## src/rtl/serial_subtractor.sv

```systemverilog
// Bit-serial unsigned subtractor: result = value_1 - value_2 (mod 2^WIDTH).
// One full-subtractor cell plus a borrow flop, LSB first, one bit per clock.
// There is a valid/ready handshake on the operand side and on the result side.
//
// state   | meaning
// --------+--------------------------------------------------------------
// ST_IDLE | waiting for operands; in_ready=1
// ST_RUN  | shifting operands through the subtractor cell, one bit/clock
// ST_DONE | result/borrow presented; held until out_ready
module serial_subtractor #(
    parameter int WIDTH = 8
) (
    input  logic             clk,
    input  logic             rst,
    input  logic             in_valid,
    output logic             in_ready,
    input  logic [WIDTH-1:0] value_1,
    input  logic [WIDTH-1:0] value_2,
    output logic             out_valid,
    input  logic             out_ready,
    output logic [WIDTH-1:0] result,
    output logic             borrow
);

    localparam int CW = $clog2(WIDTH + 1);
    localparam logic [CW-1:0] LAST_BIT = CW'(WIDTH - 1);

    typedef enum logic [1:0] {
        ST_IDLE = 2'd0,
        ST_RUN  = 2'd1,
        ST_DONE = 2'd2
    } state_t;

    state_t           state_q,  state_d;
    logic [WIDTH-1:0] a_q,      a_d;
    logic [WIDTH-1:0] b_q,      b_d;
    logic [WIDTH-1:0] res_q,    res_d;
    logic             br_q,     br_d;
    logic             borrow_q, borrow_d;
    logic [CW-1:0]    cnt_q,    cnt_d;

    logic bit_a;
    logic bit_b;
    logic diff_bit;
    logic br_next;

    // Register all state; synchronous reset wins over any in-flight operation.
    always_ff @(posedge clk) begin
        if (rst) begin
            state_q  <= ST_IDLE;
            a_q      <= '0;
            b_q      <= '0;
            res_q    <= '0;
            br_q     <= 1'b0;
            borrow_q <= 1'b0;
            cnt_q    <= '0;
        end else begin
            state_q  <= state_d;
            a_q      <= a_d;
            b_q      <= b_d;
            res_q    <= res_d;
            br_q     <= br_d;
            borrow_q <= borrow_d;
            cnt_q    <= cnt_d;
        end
    end

    // Full-subtractor cell, next-state logic and handshake outputs.
    always_comb begin
        state_d   = state_q;
        a_d       = a_q;
        b_d       = b_q;
        res_d     = res_q;
        br_d      = br_q;
        borrow_d  = borrow_q;
        cnt_d     = cnt_q;
        in_ready  = 1'b0;
        out_valid = 1'b0;

        bit_a    = a_q[0];
        bit_b    = b_q[0];
        diff_bit = bit_a ^ bit_b ^ br_q;
        br_next  = (~bit_a & bit_b) | (~(bit_a ^ bit_b) & br_q);

        case (state_q)
            ST_IDLE: begin
                in_ready = 1'b1;
                if (in_valid) begin
                    a_d     = value_1;
                    b_d     = value_2;
                    br_d    = 1'b0;
                    cnt_d   = '0;
                    state_d = ST_RUN;
                end
            end
            ST_RUN: begin
                // Difference bits enter at the MSB so that after WIDTH
                // shifts the LSB-first stream sits in natural bit order.
                // The shift form also stays legal for WIDTH=1.
                res_d = (res_q >> 1) | (WIDTH'(diff_bit) << (WIDTH - 1));
                a_d   = a_q >> 1;
                b_d   = b_q >> 1;
                br_d  = br_next;
                if (cnt_q == LAST_BIT) begin
                    borrow_d = br_next;
                    state_d  = ST_DONE;
                end else begin
                    cnt_d = cnt_q + 1'b1;
                end
            end
            ST_DONE: begin
                out_valid = 1'b1;
                if (out_ready) begin
                    state_d = ST_IDLE;
                end
            end
            default: begin
                state_d = ST_IDLE;
            end
        endcase
    end

    assign result = res_q;
    assign borrow = borrow_q;

endmodule

```

## config.mk

```make
export PLATFORM = sky130hd
export DESIGN_NAME = serial_subtractor
export DESIGN_NICKNAME = d
export VERILOG_FILES = /design/src/rtl/serial_subtractor.sv
export SDC_FILE = /design/constraint.sdc
export NUM_CORES = 1
export LEC_CHECK = 0
export BUFFER_PORTS_ARGS = -buffer_cell sky130_fd_sc_hd__buf_4
export CAP_MARGIN = 20
export CORE_UTILIZATION = 25
export DETAILED_ROUTE_END_ITERATION = 10
export GPL_TIMING_DRIVEN = 0
export PLACE_DENSITY = 0.48
export SYNTH_ARGS = -nofsm -noshare
export SYNTH_HDL_FRONTEND = slang
export SYNTH_SLANG_ARGS = --single-unit
```

## constraint.sdc

```tcl
create_clock -name clk -period 3.9 [get_ports clk]
set_clock_uncertainty 0.1 [all_clocks]
set_input_delay 0 -clock clk [delete_from_list [all_inputs] [get_ports clk]]
set_output_delay 0 -clock clk [all_outputs]
set_load 0.02 [all_outputs]
```

-- After elaboration in Yosys (flattened, before gate mapping)
Cells that the tools add are included.
- memory bits (read-only): 0
- bits of input ports: 20
- memories: 0
- flip-flop bits (word level): 32
- RAM bits: 0
- latch bits: 0
- output and inout port bits: 11
- shift-type cells: 0
- reduce and logical (&&, ||, !) cells: 6
- bitwise gates (word level): 8
- mux-type cells: 15
- eq/ne operators: 7
- div/mod/pow operators: 0
- $lt $le $gt $ge: 0
- add/subtract/negate cells: 1
- multipliers: 0
- operator list (cell ; number):
    $pmux W8 S2 ; 2
    $mux W8 ; 2
    $mux W4 ; 2
    $ne A2 B2 Y1 const B ; 4
    $or A7 B8 Y8 ; 1
    $pmux W4 S2 ; 1
    $mux W2 ; 3
    $pmux W2 S3 ; 1
    $reduce_and A3 Y1 ; 2
    $add A4 B1 Y4 const B ; 1
    $eq A4 B3 Y1 const B ; 1
    $reduce_and A2 Y1 ; 2
    $mux W1 ; 3
    $and A1 B1 Y1 ; 2
    $eq A2 B1 Y1 const B ; 1
    $eq A2 B2 Y1 const B ; 1
    $logic_not A2 Y1 ; 1
    $not A1 Y1 ; 2
    $pmux W1 S2 ; 1
    $reduce_bool A2 Y1 ; 1
    $xor A1 B1 Y1 ; 2
    $or A1 B1 Y1 ; 1

-- Longest topological paths before layout
- depth after elaboration: 5
- gate-level depth with buffers: 5
- depth with buffers taken out: 4

-- Worst setup path before layout
No wires, ideal clock.
- path kind: reg2reg
- start: reg state_q[1]
- end: reg cnt_q[3]
- period minus slack after synthesis: 1.314 ns
- slack: 2.586 ns
- data arrival time: 1.122 ns
- stages on the path, launching flop included: 5
- path buffers: 1
- path through: dfxtp_1 > nand2b_1 > buf_6 > or3_1 > o32ai_1
- cells in the longest elaborated chain, start to end: 3
- elaborated cells on any way between the ends: 7
- those cells by class: eq/ne: 3; mux: 1; reduce/logical: 3
- ends and longest elaborated chain (item ; line ; source):
    start: declaration ; 34 ; state_t state_q, state_d;
    start signal: assignment ; 58 ; state_q <= state_d;
    $eq A2 B1 Y1 / $logic_not A2 Y1 (equally long branches) ; 85 ; case (state_q)
    $ne A2 B2 Y1 (no source line) / $reduce_bool A2 Y1 (equally long branches) ; n/a ;
    $reduce_and A3 Y1 (no source line) ; n/a ;
    end signal: assignment ; 64 ; cnt_q <= cnt_d;
    end: declaration ; 40 ; logic [CW-1:0] cnt_q, cnt_d;
Parallel ways exist; a longest one is shown, timed or not.
A chain may end at the register's enable or synchronous reset.

-- Worst setup path in the final report
- start: reg state_q[1]
- end: reg b_q[4]
- cells in the longest elaborated chain, start to end: 3
- elaborated cells on any way between the ends: 6
- those cells by class: eq/ne: 2; mux: 1; reduce/logical: 3
- ends and longest elaborated chain (item ; line ; source):
    $eq A2 B1 Y1 / $logic_not A2 Y1 (equally long branches) ; 85 ;
    $reduce_bool A2 Y1 (no source line) / $ne A2 B2 Y1 (equally long branches) ; n/a ;
    $reduce_and A2 Y1 (no source line) ; n/a ;
    end signal: assignment ; 52 ; b_q <= '0;
    end signal: assignment ; 60 ; b_q <= b_d;
    end: declaration ; 36 ; logic [WIDTH-1:0] b_q, b_d;
Parallel ways exist; a longest one is shown, timed or not.

==> metrics.md <==
| Metric | Value |
|---|---|
| Fin. Hold Viols | 0 |
| EDFF count, synth | 0 |
| Via-to-Cell Ratio | approximately 4.6 |
| Worst Setup SP | state_q[1]$_SDFFE_PP0P_ |
| Setup TNS | 0 ns |
| Final min period | around 1.9 ns |
| Total global routing overflow | 0 |
| Commonest cells post-synth | nand2_1, dfxtp_1, nor2_1, a21oi_1, a311oi_1 |
| Tcrit/Tclk final | 49.3% |
| Die Area | 0.00598 mm^2 |
| Critical path data arrival time | 2.05 ns |
| Final WL | about 3.6 mm |
| Worst Path Required | between 4 and 5 ns |
| # fillers | 613 |
| Least-Margin Pin Slew | between 0.5 and 0.6 ns |
| Chip width | approximately 77 um |
| WL/cell | between 10 and 15 um |
| WS Path Type | reg -> reg |
| Hold depth | 2 |
| #FFs+latches synth | 32 |
| Fin. max-slew vios | 0 |
| IO buf count | 29 |
| Initial antenna violation count | 0 |
| R2R depth | 5 |
| Total Power | between 700 and 800 uW |
| DRT iter0 DRCs | 66 |
| CTS tree | done |
| Crit path max fanout | 10 |
| CTS Buffer Depth | 2 |
| Antenna diode count | 0 |
| CP endpoint kind | register |
| Residual DRC count | 0 |
| Gpl congestion | between 0.6 and 0.7 |
| Placed Cells | approximately 270 |
| DR vias | roughly 1,400 |
| IO Pins | 31 |
| Avg Cell Area, Syn | approximately 8.4 um^2 |
| Cells after synthesis | 168 |
| Max cap viols | 0 |
| Drt first pass iters | 4 |
| Fmax | ~520 MHz |
| Share of post-route cells with drive strength above 1 | around 22% |
| Row Count | 27 |
| Sequential fraction of the synthesis area | between 40% and 50% |
| Synth warnings | 0 |
| Syn-to-layout area delta | 41.5% |
| Worst reg2reg path startpoint | state_q[1]$_SDFFE_PP0P_ |
| Core Region | ~0.0055 mm^2 |
| Die height | slightly below 80 um |
| RR Endpoint | b_q[4]$_SDFFE_PP0P_ |
| Status | completed |
| Area share of the largest cell type after synthesis | a little under half |
| Critical Path Start Type | register |
| Rel. slew slack | between 60% and 70% |
| Total GRT Usage | between 10% and 20% |
| Top-count cell post-synth | nand2_1 |
| Post-CTS resize count | 0 |
| Clk_lat worst skew | 0.28 ns |
| FFs w/ async S/R, synth | 0% |
| # nets final | between 200 and 250 |
| Root buffer cell | clkbuf_8 |
| Syn Nets | 190 |
| Vias in the first global route | 1,245 |
| Hold Crit Class | in -> reg |
| Main flop type after synthesis | dfxtp_1 |
| Library cells used by synthesis | 31 |
| Largest net degree at the start of global routing | 11 |
| Sink Count | 32 |
| Post-route antenna net violation count | 0 |
| Worst vdd ir | about 0.12 mV |
| Cts bufs inserted | 5 |
| Fin cells | a little under 300 |
| Clk pin slew, worst setup/hold paths | approximately 0.07 ns |
| Top cells by area, synth | dfxtp_1, nand2_1, a311oi_1 |
| Power Density | 366 mW/mm^2 |
| First-pass GRT wire length | approximately 5.9 mm |
| Hold path endpoint | cnt_q[3]$_SDFFE_PP0P_ |
| Dpl hpwl | between 2 and 2.5 mm |
| Reg-to-reg slack, setup | 1.98 ns |
| Synth Cell Area | roughly 0.0014 mm^2 |
| Final Setup Violations | 0 |
| RSZ-0062 raised after global routing | false |
| Leak pwr | approximately 0.00080 uW |
| Initial Utilization | roughly a quarter |
| Htree depth | 2 |
| Largest area contributor in the netlist | dfxtp_1 |
| HP Start | rst |
worst max path at each step:
stage / slack [ns] / cells after the start / to
finish: 1.98 / 5 / b_q[4]$_SDFFE_PP0P_
global route: 1.86 / 5 / b_q[4]$_SDFFE_PP0P_
CTS: 1.98 / 5 / b_q[4]$_SDFFE_PP0P_
detailed placement: 2.39 / 5 / b_q[1]$_SDFFE_PP0P_
global placement: 2.41 / 5 / b_q[1]$_SDFFE_PP0P_
floorplan: 2.59 / 4 / cnt_q[3]$_SDFFE_PP0P_
what timing repair did:
item / CTS / global route
hold endpoints to repair: 17 / 0
buffers inserted: 0 / 0
hold buffers: 19 / 0
flip-flops by register name (all words and copies together), names as in the netlist:
register	flops
result	8
state_q	2
b_q	8
cnt_q	4
borrow	1
a_q	8
br_q	1
worst max-delay path: stages, from the launching register on:
cell and delay (ns):
dfxtp_1 0.44, o21ba_2 0.21, buf_4 0.17, buf_4 0.18
a311oi_1 0.20, dlygate4sd3_1 0.57
where the power goes:
group,internal (uW),switching [uW]
Clock,144,121
Sequential,344,10.9
Combinational,57.1,55.7
stage by stage:
| stage | setup WS, ns | util [%] | area (um^2) | hold WS (ns) |
|---|---|---|---|---|
| 6_report | 1.98 | 36.6 | 2010 | 0.00820 |
| 5_1_grt | 1.86 | 36.6 | 2010 | 0.0266 |
| 4_1_cts | 1.98 | 36.6 | 2010 | 0.00215 |
| 3_5_place_dp | 2.39 | 31.5 | 1730 | 0.171 |
| 3_3_place_gp | 2.41 | 31.5 | 1730 | 0.167 |
| 2_1_floorplan | 2.59 | - | 1420 | 0.0625 |
layout by cell type (no fill, tap or decap), drive strengths merged, types with 2 or more instances in the layout:
cell type | netlist | final
dlygate4sd3 | 0 | 19
buf | 9 | 38
clkbuf | 4 | 12
a311oi | 15 | 15
o21ai | 2 | 2
nand2b | 4 | 4
dfxtp | 32 | 32
nand2 | 45 | 45
nand3b | 2 | 2
a211oi | 2 | 2
a21oi | 13 | 13
or3 | 2 | 2
nor2 | 20 | 20
inv | 3 | 3
logic make-up after synthesis:
logic type,Yosys count,synth area share (%)
AND/OR/NAND/NOR,78,23.6
buffers and inverters,16,6.44
AO/OA/AOI/OAI,40,22.5
flip-flops,32,45.2
adder cells (fa/ha/maj),2,2.29
layout make-up:
type | count | area (um^2) | area share (%)
flip-flops and latches | 32 | 641 | 31.9
inverters | 3 | 11.3 | 0.561
well taps | 72 | 90.1 | 4.49
plain buffers | 13 | 80.1 | 3.99
repair buffers | 48 | 408 | 20.3
clock buffers | 8 | 90.1 | 4.49
multi-input cells | 120 | 686 | 34.2
metal layers:
layer / track usage, % / up-vias / share of wire, %
met3: 5.12 / 6 / 5.6
met4: 4.53 / 0 / 1.4
met1: 16.6 / 647 / 50
met5: 0 / - / 0
li1: - / 692 / -
met2: 19.6 / 30 / 43
Power figures use the tool's default switching activity.
